<file path="src/rtl/io_port_uart_tx_if.sv">
// ---------------------------------------------------------------------------
// io_port_uart_tx_if
// Bundles the output-port word, the retransmit request and the UART status
// signals that travel between the memory stage and the UART transmitter.
//   port_data   [31:0] current value of the CPU output-port register
//   send_req           1-cycle pulse: resend port_data even if unchanged
//   tx                 UART serial line, idle high
//   busy               high while a frame is in progress
//   frame_done         1-cycle pulse when the final stop bit of a frame ends
//   frames_sent  [7:0] count of completed frames, wraps 255 -> 0
// master: the side that owns port_data/send_req (memory stage or bench)
// slave : the UART transmitter
// ---------------------------------------------------------------------------
interface io_port_uart_tx_if;
  logic [31:0] port_data;
  logic        send_req;
  logic        tx;
  logic        busy;
  logic        frame_done;
  logic [7:0]  frames_sent;

  modport master (
    output port_data, send_req,
    input  tx, busy, frame_done, frames_sent
  );

  modport slave (
    input  port_data, send_req,
    output tx, busy, frame_done, frames_sent
  );
endinterface

</file>
<file path="src/rtl/io_port_uart_tx.sv">
// ---------------------------------------------------------------------------
// io_port_uart_tx
// Watches the 32-bit output-port word and, whenever it changes (or a resend
// is requested), serialises it as NUM_BYTES back-to-back 8N1 UART characters,
// least-significant byte first, LSB of each byte first.
// Ports:
//   clk  system clock, rising-edge
//   rst  asynchronous, active-high reset
//   io   slave side of io_port_uart_tx_if (port_data, send_req in;
//        tx, busy, frame_done, frames_sent out)
// ---------------------------------------------------------------------------
module io_port_uart_tx #(
  parameter int CLKS_PER_BIT = 434,
  parameter int NUM_BYTES    = 4
) (
  input  logic                   clk,
  input  logic                   rst,
  io_port_uart_tx_if.slave       io
);

  localparam int CNT_W  = $clog2(CLKS_PER_BIT);
  localparam int BYTE_W = (NUM_BYTES > 1) ? $clog2(NUM_BYTES) : 1;
  localparam logic [CNT_W-1:0]  BAUD_LAST = CNT_W'(CLKS_PER_BIT - 1);
  localparam logic [BYTE_W-1:0] BYTE_LAST = BYTE_W'(NUM_BYTES - 1);

  typedef enum logic [1:0] {
    S_IDLE  = 2'd0,
    S_START = 2'd1,
    S_DATA  = 2'd2,
    S_STOP  = 2'd3
  } state_t;

  state_t             state_q, state_d;
  logic [CNT_W-1:0]   cnt_q, cnt_d;
  logic [2:0]         bit_q, bit_d;
  logic [BYTE_W-1:0]  byte_q, byte_d;
  logic [31:0]        snap_q, snap_d;
  logic [31:0]        word_q, word_d;
  logic               tx_q, tx_d;
  logic               done_q, done_d;
  logic [7:0]         frames_q, frames_d;
  logic               baud_end;

  always_comb begin
    state_d  = state_q;
    cnt_d    = cnt_q;
    bit_d    = bit_q;
    byte_d   = byte_q;
    snap_d   = snap_q;
    word_d   = word_q;
    done_d   = 1'b0;
    frames_d = frames_q;
    baud_end = (cnt_q == BAUD_LAST);

    unique case (state_q)
      S_IDLE: begin
        cnt_d = '0;
        // A resend request and a changed word both launch exactly one frame.
        if ((io.port_data != snap_q) || io.send_req) begin
          word_d  = io.port_data;
          snap_d  = io.port_data;
          byte_d  = '0;
          bit_d   = '0;
          state_d = S_START;
        end
      end
      S_START: begin
        if (baud_end) begin
          cnt_d   = '0;
          state_d = S_DATA;
        end else begin
          cnt_d = cnt_q + CNT_W'(1);
        end
      end
      S_DATA: begin
        if (baud_end) begin
          cnt_d  = '0;
          // The word shifts right once per data bit, so bit 0 is always the
          // next bit on the wire, across byte boundaries as well.
          word_d = word_q >> 1;
          if (bit_q == 3'd7) begin
            bit_d   = '0;
            state_d = S_STOP;
          end else begin
            bit_d = bit_q + 3'd1;
          end
        end else begin
          cnt_d = cnt_q + CNT_W'(1);
        end
      end
      S_STOP: begin
        if (baud_end) begin
          cnt_d = '0;
          if (byte_q == BYTE_LAST) begin
            state_d  = S_IDLE;
            done_d   = 1'b1;
            frames_d = frames_q + 8'd1;
          end else begin
            byte_d  = byte_q + BYTE_W'(1);
            state_d = S_START;
          end
        end else begin
          cnt_d = cnt_q + CNT_W'(1);
        end
      end
      default: state_d = S_IDLE;
    endcase

    // tx is registered from the next state so the line level changes on the
    // same edge as the state and never glitches.
    unique case (state_d)
      S_START: tx_d = 1'b0;
      S_DATA:  tx_d = word_d[0];
      default: tx_d = 1'b1;
    endcase
  end

  always_ff @(posedge clk or posedge rst) begin
    if (rst) begin
      state_q  <= S_IDLE;
      cnt_q    <= '0;
      bit_q    <= '0;
      byte_q   <= '0;
      snap_q   <= '0;
      tx_q     <= 1'b1;
      done_q   <= 1'b0;
      frames_q <= '0;
    end else begin
      state_q  <= state_d;
      cnt_q    <= cnt_d;
      bit_q    <= bit_d;
      byte_q   <= byte_d;
      snap_q   <= snap_d;
      tx_q     <= tx_d;
      done_q   <= done_d;
      frames_q <= frames_d;
    end
  end

  // The shift word is only meaningful while a frame is active and is always
  // loaded before use, so it carries no reset.
  always_ff @(posedge clk) begin
    word_q <= word_d;
  end

  assign io.tx          = tx_q;
  assign io.busy        = (state_q != S_IDLE);
  assign io.frame_done  = done_q;
  assign io.frames_sent = frames_q;

endmodule

</file>
<file path="src/flat_wrapper.sv">
// flat-port wrapper written by rule: the top's interface ports become plain ports
module io_port_uart_tx_flat 
#(
  parameter int CLKS_PER_BIT = 434,
  parameter int NUM_BYTES    = 4
)
  (clk, rst, io_port_data, io_send_req, io_tx, io_busy, io_frame_done, io_frames_sent);
  io_port_uart_tx_if io_i ();
  input  logic clk;
  input  logic rst;
  input wire logic [$bits(io_i.port_data)-1:0] io_port_data;
  input wire logic [$bits(io_i.send_req)-1:0] io_send_req;
  output wire logic [$bits(io_i.tx)-1:0] io_tx;
  output wire logic [$bits(io_i.busy)-1:0] io_busy;
  output wire logic [$bits(io_i.frame_done)-1:0] io_frame_done;
  output wire logic [$bits(io_i.frames_sent)-1:0] io_frames_sent;
  assign io_i.port_data = io_port_data;
  assign io_i.send_req = io_send_req;
  assign io_tx = io_i.tx;
  assign io_busy = io_i.busy;
  assign io_frame_done = io_i.frame_done;
  assign io_frames_sent = io_i.frames_sent;
  io_port_uart_tx #(.CLKS_PER_BIT(CLKS_PER_BIT), .NUM_BYTES(NUM_BYTES)) u_core (.clk(clk), .rst(rst), .io(io_i));
endmodule
</file>
<file path="config.mk">
export PLATFORM = sky130hd
export DESIGN_NAME = io_port_uart_tx_flat
export DESIGN_NICKNAME = d
export VERILOG_FILES = /design/src/rtl/io_port_uart_tx_if.sv /design/src/rtl/io_port_uart_tx.sv /design/src/flat_wrapper.sv
export SDC_FILE = /design/constraint.sdc
export NUM_CORES = 1
export LEC_CHECK = 0
export ABC_AREA = 1
export BUFFER_PORTS_ARGS = -buffer_cell sky130_fd_sc_hd__buf_2
export CAP_MARGIN = 20
export CORE_MARGIN = 8
export CORE_UTILIZATION = 35
export DETAILED_ROUTE_END_ITERATION = 7
export SLEW_MARGIN = 20
export SYNTH_ARGS = -nofsm -noshare
export SYNTH_HDL_FRONTEND = slang
export SYNTH_SLANG_ARGS = --single-unit
export TNS_END_PERCENT = 10
</file>
<file path="constraint.sdc">
create_clock -name clk -period 4.8 [get_ports clk]
set_input_delay 0.48 -clock clk [delete_from_list [all_inputs] [get_ports clk]]
set_output_delay 0.48 -clock clk [all_outputs]
set_load 0.02 [all_outputs]
</file>
==> qor.txt, run 1 <==
area of the core -> 12000 sq um
status -> complete, no violations
Final Hold Fails -> 0
CP arrival -> 2.83 ns
critical path fanouts, max -> 35
sequential share of the synthesized area -> 0.558
# DRC -> 0
Syn. warnings -> 0
antenna diode count -> 0
most frequent cells in the layout -> nand2_1 (176), inv_1 (57), dfrtp_1 (57)
Setup Buffers After CTS -> 0
CP max stage delay -> 0.60 ns
die width -> 127 um
final core occ -> 0.413
Distinct cells, synth -> 34
DRT iter0 DRCs -> 190
clk root buf -> clkbuf_16
Worst-Skew Late Latency -> 0.34 ns
CTS Buf Count -> 9
switching share of power -> 0.205
final setup vio count -> 0
Period minus WS final -> 2.81 ns
total power -> 1.54 mW
RD Place Congestion -> 0.768
Overall Global Routing Usage -> 0.119
CTS tree -> yes
die area -> 16100 sq um
Area Growth Syn to Fin -> 15.2%
unrepaired setup endpoints after global routing -> no
largest net degree at the start of global routing -> 59
post-route cell area -> 4960 sq um
hold bufs inserted after CTS -> 0
synthesized area -> 4310 sq um
Pleak -> 2.60 nW
nets@finish -> 589
actual slew at the worst max-slew pin -> 0.791 ns
average size of a mapped cell -> 8.59 sq um
Top Family by Delay on Critical Path -> simple AND/OR/NAND/NOR gates
synthesized flop and latch total -> 90
routed len/inst -> 13.0 um
Setup crit start kind -> flop
PD cells -> 311 nW/um^2
Post-synth ARST share -> 0.644
Peak Freq -> 0.355 GHz
number of cell rows -> 40
Area after DPL -> 4660 sq um
Int Power -> 1.22 mW
Critical-path top delay cell -> nand2_1
DR vias -> 3297
gr ovfl total -> 0
switching pwr -> 316 uW
fillcell total -> 1226
CP Class -> reg -> reg
Initial Util -> 0.358
Routed Antenna Nets -> 0
Longest Clk Path Bufs -> 2
WL final -> 9110 um
Tcrit/Tclk final -> 0.586
Main synth FF type -> dfrtp_1
crit-path cells -> inv_1 > ha_1 > nand2_1 > nor3_1 > nand2_2 > clkinv_2 > nand2_1 > nand2_1 > buf_4
initial antenna violation count -> 0
H-tree depth -> 3
drt pass-1 iters -> 5
crit path buf inv count -> 3
clock share of power -> 0.455
most used cell, CP -> nand2_1
layout cells sized above 1 -> 0.137
Setup crit end kind -> flop
vias in the first global route -> 3320
HPWL Detailed -> 6390 um
most common cell after layout, fill and taps aside -> nand2_1
drt via density -> 4.71
Flop pwr share -> 0.513
Slew Viols, Final -> 0
first-pass GRT wire length -> 15600 um
final hold slack -> 0.347 ns
Critical Path RT -> 4.82 ns
Worst-path clk slew -> 0.06 ns
PortBufs -> 45
worst min-delay path category -> in -> async
Ports -> 46
Syn Inst Count -> 501
clock skew -> 0.00651 ns
Gate power share -> 0.032
Synth Net Count -> 542
EDFF count, synth -> 31
post_cts resized -> 0
Reg2Reg Setup Slack -> 1.99 ns
worst vdd ir -> 0.220 mV
chip height -> 127 um
Sink Count -> 90
Worst slew margin -> 0.473
maxcap violations -> 0
Setup TNS -> 0 ns
## Yosys cell counts (2+ instances only)
| master | n | area share |
|---|---|---|
| inv_1 | 58 | 0.051 |
| xor2_1 | 5 | 0.010 |
| o21ai_0 | 13 | 0.015 |
| nor3_1 | 4 | 0.0046 |
| nand3_1 | 46 | 0.053 |
| edfxtp_1 | 31 | 0.22 |
| nor2_1 | 35 | 0.031 |
| buf_2 | 2 | 0.0023 |
| buf_6 | 4 | 0.010 |
| dfrtp_1 | 57 | 0.33 |
| o22ai_1 | 2 | 0.0029 |
| nand2_4 | 2 | 0.0052 |
| nor3b_1 | 2 | 0.0035 |
| clkbuf_1 | 6 | 0.0052 |
| nand2_1 | 176 | 0.15 |
| o21ai_1 | 18 | 0.021 |
| ha_1 | 6 | 0.017 |
| nand4_1 | 2 | 0.0029 |
| a21oi_1 | 7 | 0.0081 |
| xnor2_1 | 11 | 0.022 |
## through the flow
step | std cells | setup WS [ns]
finish | 700 | 1.99
global route | 700 | 1.73
CTS | 700 | 1.95
detailed placement | 684 | 1.82
global placement | 684 | 1.91
floorplan | 501 | 2.51
## area by class of cell
class	instances	area, sq um	share of cell area
Clock buffer	11	243	0.0489
Clock inverter	5	55.1	0.0111
Inverter	61	233	0.0469
Multi-Input combinational cell	338	1590	0.321
Sequential cell	90	2400	0.485
Tap cell	147	184	0.0371
Timing Repair Buffer	48	248	0.0499
## path summary, 6_finish.rpt
path | start | end | depth (start not counted)
max | u_core.cnt_q[1] | u_core.word_q[22] | 9
min | rst | u_core.io.frames_sent[6] | 3
max reg2reg | u_core.cnt_q[1] | u_core.word_q[22] | 9
min reg2reg | u_core.io.frames_sent[7] | u_core.io.frames_sent[7] | 1
max in group asynchronous | rst | u_core.cnt_q[3] | 3
min in group clk | io_port_data[21] | u_core.snap_q[21] | 3
## power by group through the flow
stage                     combinational [mW]  sequential [mW]  clock, mW
final                                 0.0493            0.790      0.701
after CTS                             0.0508            0.790      0.726
after floorplan                       0.0227            0.805          0
after detailed placement              0.0506            0.805          0
after global routing                  0.0575            0.789      0.753
after global placement                0.0496            0.805          0
## routing by layer
| metal | wire (um) | GRT usage |
|---|---|---|
| met1 | 4350 | 0.146 |
| met2 | 4290 | 0.197 |
| met3 | 391 | 0.0327 |
| met4 | 82 | 0.0420 |
| met5 | 0 | 0 |
## worst min-delay path: stages
cell	delay (ns)
buf_2	0.10
inv_2	0.03
buf_4	0.59
## cell families after synthesis
logic type      synth area share
xor+xnor                  0.0325
compound gates            0.0506
fa+ha+maj                 0.0174
simple gates               0.269
flops                      0.558
buf+inv                   0.0721
## flip-flops by register name, summed over array words and instances (netlist names)
register               count
u_core.snap_q             32
u_core.word_q             32
u_core.cnt_q               9
u_core.io.frames_sent      8
u_core.bit_q               3
u_core.byte_q              2
u_core.state_q             2
u_core.io.frame_done       1
u_core.io.tx               1
Power figures use the tool's default switching activity.
==> inputs of run 2 (changes only) <==
Clock period 4.8 ns to 2.7 ns, I/O delays scaled along.
==> qor.txt, run 2 (synthesized netlist as in run 1, its figures left out) <==
clock skew -> 0.00735 ns (was 0.00651 ns)
crit path buf inv count -> 1 (was 3)
Initial Util -> 0.358 (unchanged)
final hold slack -> 0.0105 ns (was 0.347 ns)
Area Growth Syn to Fin -> 15.8% (was 15.2%)
CP Class -> reg -> reg (unchanged)
layout cells sized above 1 -> 0.140 (was 0.137)
most common cell after layout, fill and taps aside -> nand2_1 (unchanged)
initial antenna violation count -> 0 (unchanged)
Setup Buffers After CTS -> 0 (unchanged)
Routed Antenna Nets -> 0 (unchanged)
Slew Viols, Final -> 0 (unchanged)
multi-input logic area -> 1590 sq um (unchanged)
CP arrival -> 2.34 ns (was 2.83 ns)
maxcap violations -> 0 (unchanged)
CTS Buf Count -> 9 (unchanged)
Overall Global Routing Usage -> 0.122 (was 0.119)
chip height -> 127 um (unchanged)
most used cell, CP -> nand2_1 (unchanged)
Period minus WS final -> 2.24 ns (was 2.81 ns)
Worst-path clk slew -> 0.07 ns (was 0.06 ns)
crit-path cells -> nand2_1 > nand2_1 > nor2_1 > nand2_1 > nor2_1 > nand2_1 > nor2_1 > nand2_1 > nand2_4 > inv_4 > nand2_1 > nand2_1 (was inv_1 > ha_1 > nand2_1 > nor3_1 > nand2_2 > clkinv_2 > nand2_1 > nand2_1 > buf_4)
Setup crit start kind -> flop (unchanged)
H-tree depth -> 3 (unchanged)
Critical Path RT -> 2.80 ns (was 4.82 ns)
Regs by FF count -> u_core.snap_q x32, u_core.word_q x32, u_core.cnt_q x9 (unchanged)
PortBufs -> 45 (unchanged)
CP Depth -> 12 (was 9)
drt via density -> 4.75 (was 4.71)
Setup TNS -> 0 ns (unchanged)
first-pass GRT wire length -> 15800 um (was 15600 um)
post-route cell area -> 4990 sq um (was 4960 sq um)
Top Family by Delay on Critical Path -> simple AND/OR/NAND/NOR gates (unchanged)
unrepaired setup endpoints after global routing -> no (unchanged)
vias in the first global route -> 3302 (was 3320)
routed len/inst -> 13.2 um (was 13.0 um)
worst setup margin -> 0.460 ns (was 1.99 ns)
Crit. Startpoint -> u_core.snap_q[21] (was u_core.cnt_q[1])
number of cell rows -> 40 (unchanged)
Ports -> 46 (unchanged)
die width -> 127 um (unchanged)
fillcell total -> 1203 (was 1226)
RD Place Congestion -> 0.765 (was 0.768)
Longest Clk Path Bufs -> 2 (unchanged)
FF-to-FF Start -> u_core.snap_q[21] (was u_core.cnt_q[1])
worst min-delay path category -> in -> async (unchanged)
DR vias -> 3345 (was 3297)
Reg area -> 2400 sq um (unchanged)
clk root buf -> clkbuf_16 (unchanged)
area of the core -> 12000 sq um (unchanged)
Worst slew margin -> 0.570 (was 0.473)
Sink Count -> 90 (unchanged)
DRT iter0 DRCs -> 193 (was 190)
worst vdd ir -> 0.389 mV (was 0.220 mV)
# DRC -> 0 (unchanged)
critical path fanouts, max -> 46 (was 35)
WL final -> 9280 um (was 9110 um)
CTS tree -> yes (unchanged)
actual slew at the worst max-slew pin -> 0.644 ns (was 0.791 ns)
hold bufs inserted after CTS -> 0 (unchanged)
Peak Freq -> 0.446 GHz (was 0.355 GHz)
post-place setup slack -> 0.438 ns (was 1.82 ns)
final setup vio count -> 0 (unchanged)
Final Hold Fails -> 0 (unchanged)
antenna diode count -> 0 (unchanged)
gr ovfl total -> 0 (unchanged)
RR Endpoint -> u_core.word_q[9] (was u_core.word_q[22])
nets@finish -> 593 (was 589)
status -> complete, no violations (unchanged)
CP max stage delay -> 0.41 ns (was 0.60 ns)
PD cells -> 550 nW/um^2 (was 311 nW/um^2)
post_cts resized -> 0 (unchanged)
Pleak -> 2.63 nW (was 2.60 nW)
HPWL Detailed -> 6560 um (was 6390 um)
most frequent cells in the layout -> nand2_1 (176), inv_1 (57), dfrtp_1 (57) (unchanged)
Tcrit/Tclk final -> 0.830 (was 0.586)
Area after DPL -> 4690 sq um (was 4660 sq um)
die area -> 16100 sq um (unchanged)
Critical-path top delay cell -> dfrtp_1 (was nand2_1)
Reg2Reg Depth -> 12 (was 9)
drt pass-1 iters -> 6 (was 5)
largest net degree at the start of global routing -> 47 (was 59)
Reg2Reg Setup Slack -> 0.46 ns (was 1.99 ns)
Setup crit end kind -> flop (unchanged)
Worst-Skew Late Latency -> 0.35 ns (was 0.34 ns)
run 2: power breakdown:
| group | total, mW | switching [mW] | leakage, nW | internal [mW] |
|---|---|---|---|---|
| clock | 1.25 | 0.518 | 0.145 | 0.731 |
| sequential | 1.40 | 0 | 1.03 | 1.40 |
| combinational | 0.0896 | 0.0558 | 1.45 | 0.0338 |
| total | 2.74 | 0.574 | 2.63 | 2.17 |
run 2: final cells by class:
type | count | share of cell area
clock buffers | 15 | 0.0580
clock inverters | 1 | 0.00100
inverters | 61 | 0.0467
multi-input cells | 338 | 0.320
flip-flops and latches | 90 | 0.482
well taps | 147 | 0.0369
repair buffers | 52 | 0.0557
run 2: per-stage QoR:
step | power, mW | utilization | cells
finish | 2.74 | 0.415 | 704
global route | 2.83 | 0.415 | 704
CTS | 2.77 | 0.415 | 704
detailed placement | 1.52 | 0.391 | 688
global placement | 1.52 | 0.391 | 688
floorplan | 1.47 | - | 501
run 2: worst register-to-register path, stage by stage, from the launching register on:
cell and delay (ns):
dfrtp_1 0.41, nand2_1 0.08, nand2_1 0.06, nor2_1 0.11, nand2_1 0.09, nor2_1 0.11
nand2_1 0.09, nor2_1 0.15, nand2_1 0.12, nand2_4 0.26, inv_4 0.26, nand2_1 0.19
nand2_1 0.06
run 2: how the worst max path moves through the flow:
stage                                    to  slack (ns)
final                      u_core.word_q[9]        0.46
after global routing       u_core.word_q[3]        0.20
after CTS                  u_core.word_q[9]        0.41
after detailed placement   u_core.word_q[9]        0.44
after global placement     u_core.word_q[9]        0.47
after floorplan           u_core.word_q[10]        0.49
run 2: routing by layer:
metal  track usage  wire length, um  vias up
li1              -                -     1684
met1         0.155             4420     1582
met2         0.191             4290       68
met3        0.0415              472       11
met4        0.0378              103        0
met5             0                0        -
==> inputs of run 3 (changes only) <==
Settings changed: ABC_AREA 1 to 0.
Clock period 2.7 ns to 2.2 ns, I/O delays scaled along.
==> qor.txt, run 3 <==
status -> complete, no violations (unchanged)
worst vdd ir -> 0.365 mV (was 0.389 mV)
# DRC -> 0 (unchanged)
DR vias -> 2590 (was 3345)
layout cells sized above 1 -> 0.337 (was 0.140)
die area -> 15400 sq um (was 16100 sq um)
Setup crit start kind -> flop (unchanged)
DRT iter0 DRCs -> 142 (was 193)
Synth top cells by count -> dfrtp_1 (57), xor2_1 (36), mux2_2 (33) (was nand2_1 (176), inv_1 (58), dfrtp_1 (57))
Worst slew margin -> 0.626 (was 0.570)
WL final -> 8640 um (was 9280 um)
Initial Util -> 0.359 (was 0.358)
final hold slack -> 0.141 ns (was 0.0105 ns)
Int Power -> 2.67 mW (was 2.17 mW)
FF-to-FF Start -> u_core.snap_q[20] (was u_core.snap_q[21])
Longest Clk Path Bufs -> 2 (unchanged)
CP Class -> reg -> reg (unchanged)
RR Endpoint -> u_core.word_q[6] (was u_core.word_q[9])
crit path capture -> u_core.word_q[6] (was u_core.word_q[9])
most common cell after layout, fill and taps aside -> dfrtp_1 (was nand2_1)
Final Hold Fails -> 0 (unchanged)
area of the core -> 11400 sq um (was 12000 sq um)
worst setup margin -> 0.0126 ns (was 0.460 ns)
Area after DPL -> 4620 sq um (was 4690 sq um)
Ports -> 46 (unchanged)
clock skew -> 0.0106 ns (was 0.00735 ns)
antenna diode count -> 0 (unchanged)
synthesized area -> 4090 sq um (was 4310 sq um)
PD cells -> 681 nW/um^2 (was 550 nW/um^2)
HPWL Detailed -> 5920 um (was 6560 um)
Reg2Reg Depth -> 7 (was 12)
switching pwr -> 765 uW (was 574 uW)
unrepaired setup endpoints after global routing -> yes (was no)
Regs by FF count -> u_core.snap_q x32, u_core.word_q x32, u_core.cnt_q x9 (unchanged)
average size of a mapped cell -> 13.4 sq um (was 8.59 sq um)
Slew Viols, Final -> 0 (unchanged)
drt via density -> 4.98 (was 4.75)
Crit. Startpoint -> u_core.snap_q[20] (was u_core.snap_q[21])
nets@finish -> 413 (was 593)
count leader, synth -> dfrtp_1 (was nand2_1)
first-pass GRT wire length -> 13900 um (was 15800 um)
maxcap violations -> 0 (unchanged)
Flop pwr share -> 0.502 (was 0.512)
Area Growth Syn to Fin -> 23.1% (was 15.8%)
clk root buf -> clkbuf_16 (unchanged)
clock share of power -> 0.464 (was 0.455)
Sink Count -> 90 (unchanged)
Overall Global Routing Usage -> 0.120 (was 0.122)
largest net degree at the start of global routing -> 37 (was 47)
H-tree depth -> 3 (unchanged)
post-place setup slack -> -0.169 ns (was 0.438 ns)
RD Place Congestion -> 0.728 (was 0.765)
drt pass-1 iters -> 6 (unchanged)
die width -> 124 um (was 127 um)
fillcell total -> 1072 (was 1203)
Synth area leaders -> dfrtp_1 (35%), edfxtp_1 (23%), mux2_2 (9.1%) (was dfrtp_1 (33%), edfxtp_1 (22%), nand2_1 (15%))
critical path fanouts, max -> 30 (was 46)
gr ovfl total -> 0 (unchanged)
Synth Net Count -> 347 (was 542)
post-route cell area -> 5040 sq um (was 4990 sq um)
share of the synthesized area in the top cell type -> 0.348 (was 0.331)
Peak Freq -> 0.457 GHz (was 0.446 GHz)
final core occ -> 0.441 (was 0.415)
PortBufs -> 45 (unchanged)
area leader, netlist -> dfrtp_1 (unchanged)
initial antenna violation count -> 0 (unchanged)
Gate power share -> 0.034 (was 0.033)
switching share of power -> 0.223 (was 0.209)
Syn. warnings -> 0 (unchanged)
Main synth FF type -> dfrtp_1 (unchanged)
synthesized flop and latch total -> 90 (unchanged)
worst min-delay path category -> in -> reg (was in -> async)
CP arrival -> 2.28 ns (was 2.34 ns)
CTS Buf Count -> 9 (unchanged)
Syn Inst Count -> 306 (was 501)
Reg2Reg Setup Slack -> 0.01 ns (was 0.46 ns)
most frequent cells in the layout -> dfrtp_1 (57), buf_2 (45), xor2_1 (36) (was nand2_1 (176), inv_1 (57), dfrtp_1 (57))
CTS tree -> yes (unchanged)
actual slew at the worst max-slew pin -> 0.560 ns (was 0.644 ns)
sequential share of the synthesized area -> 0.587 (was 0.558)
final setup vio count -> 0 (unchanged)
Tcrit/Tclk final -> 0.994 (was 0.830)
vias in the first global route -> 2692 (was 3302)
chip height -> 124 um (was 127 um)
Worst-Skew Late Latency -> 0.35 ns (about the same)
Setup Buffers After CTS -> 0 (unchanged)
Critical Path RT -> 2.30 ns (was 2.80 ns)
WHS Path Cells -> 2
EDFF count, synth -> 31 (unchanged)
Routed Antenna Nets -> 0 (unchanged)
routed len/inst -> 16.6 um (was 13.2 um)
number of cell rows -> 39 (was 40)
Period minus WS final -> 2.19 ns (was 2.24 ns)
Setup crit end kind -> flop (unchanged)
Post-synth ARST share -> 0.644 (unchanged)
Worst-path clk slew -> 0.07 ns (about the same)
Pleak -> 2.25 nW (was 2.63 nW)
Distinct cells, synth -> 40 (was 34)
## run 3: how the worst min path moves through the flow
stage / to / slack, ns / start
after floorplan: u_core.word_q[0] / 0.36 / io_port_data[0]
after global placement: u_core.cnt_q[8] / 0.30 / rst
after detailed placement: u_core.io.frames_sent[3] / 0.31 / rst
after CTS: u_core.snap_q[9] / 0.13 / io_port_data[9]
after global routing: u_core.snap_q[23] / 0.14 / io_port_data[23]
final: u_core.snap_q[9] / 0.14 / io_port_data[9]
## run 3: cell type report
class,instances,area (sq um),area share
well taps,143,179,0.0355
repair buffers,67,498,0.0988
multi-input cells,196,1620,0.321
flip-flops and latches,90,2400,0.477
inverters,8,30.0,0.00596
clock buffers,9,225,0.0447
clock inverters,7,86.3,0.0171
## run 3: logic make-up (layout without fill, tap and decap cells)
family                   Yosys count  count (layout)  synth area share
AO/OA/AOI/OAI                     47              47            0.0905
buffers and inverters             20              91            0.0293
multiplexers                      34              34            0.0932
adder cells (fa/ha/maj)            6               6            0.0183
flip-flops                        90              90             0.587
XOR/XNOR                          46              46            0.0984
AND/OR/NAND/NOR                   63              63            0.0831
## run 3: critical path, stage by stage, from the launching register on
cell,delay [ns]
dfrtp_1,0.38
xor2_1,0.17
nor4_2,0.34
buf_4,0.17
nand4_1,0.10
o31a_4,0.34
buf_12,0.18
a22o_1,0.24
## run 3: repair_timing
action                                  CTS  global route
hold endpoints to repair                 21             0
gates cloned                              0             3
pin swaps                                 9            15
endpoints found under the setup margin   66            67
hold buffers                              1             0
gates resized for setup                   2             5
## run 3: power by group through the flow
stage               clock (mW)  combinational (mW)  sequential (mW)
floorplan                    0              0.0408             1.76
global placement             0               0.119             1.76
detailed placement           0               0.120             1.76
CTS                       1.64               0.123             1.72
global route              1.70               0.134             1.72
finish                    1.59               0.118             1.72
## run 3: stage by stage
step | total power, mW | std cells | TNS, ns
global route | 3.56 | 520 | -1.45
global placement | 1.88 | 500 | -4.04
floorplan | 1.80 | 306 | 0
CTS | 3.48 | 517 | 0
finish | 3.43 | 520 | 0
detailed placement | 1.88 | 500 | -6.39
## run 3: metal layers
layer / track usage / wire, um / vias to the layer above
li1: - / - / 1250
met1: 0.151 / 3930 / 1282
met2: 0.189 / 4180 / 48
met3: 0.0413 / 417 / 10
met4: 0.0401 / 110 / 0
met5: 0 / 0 / -
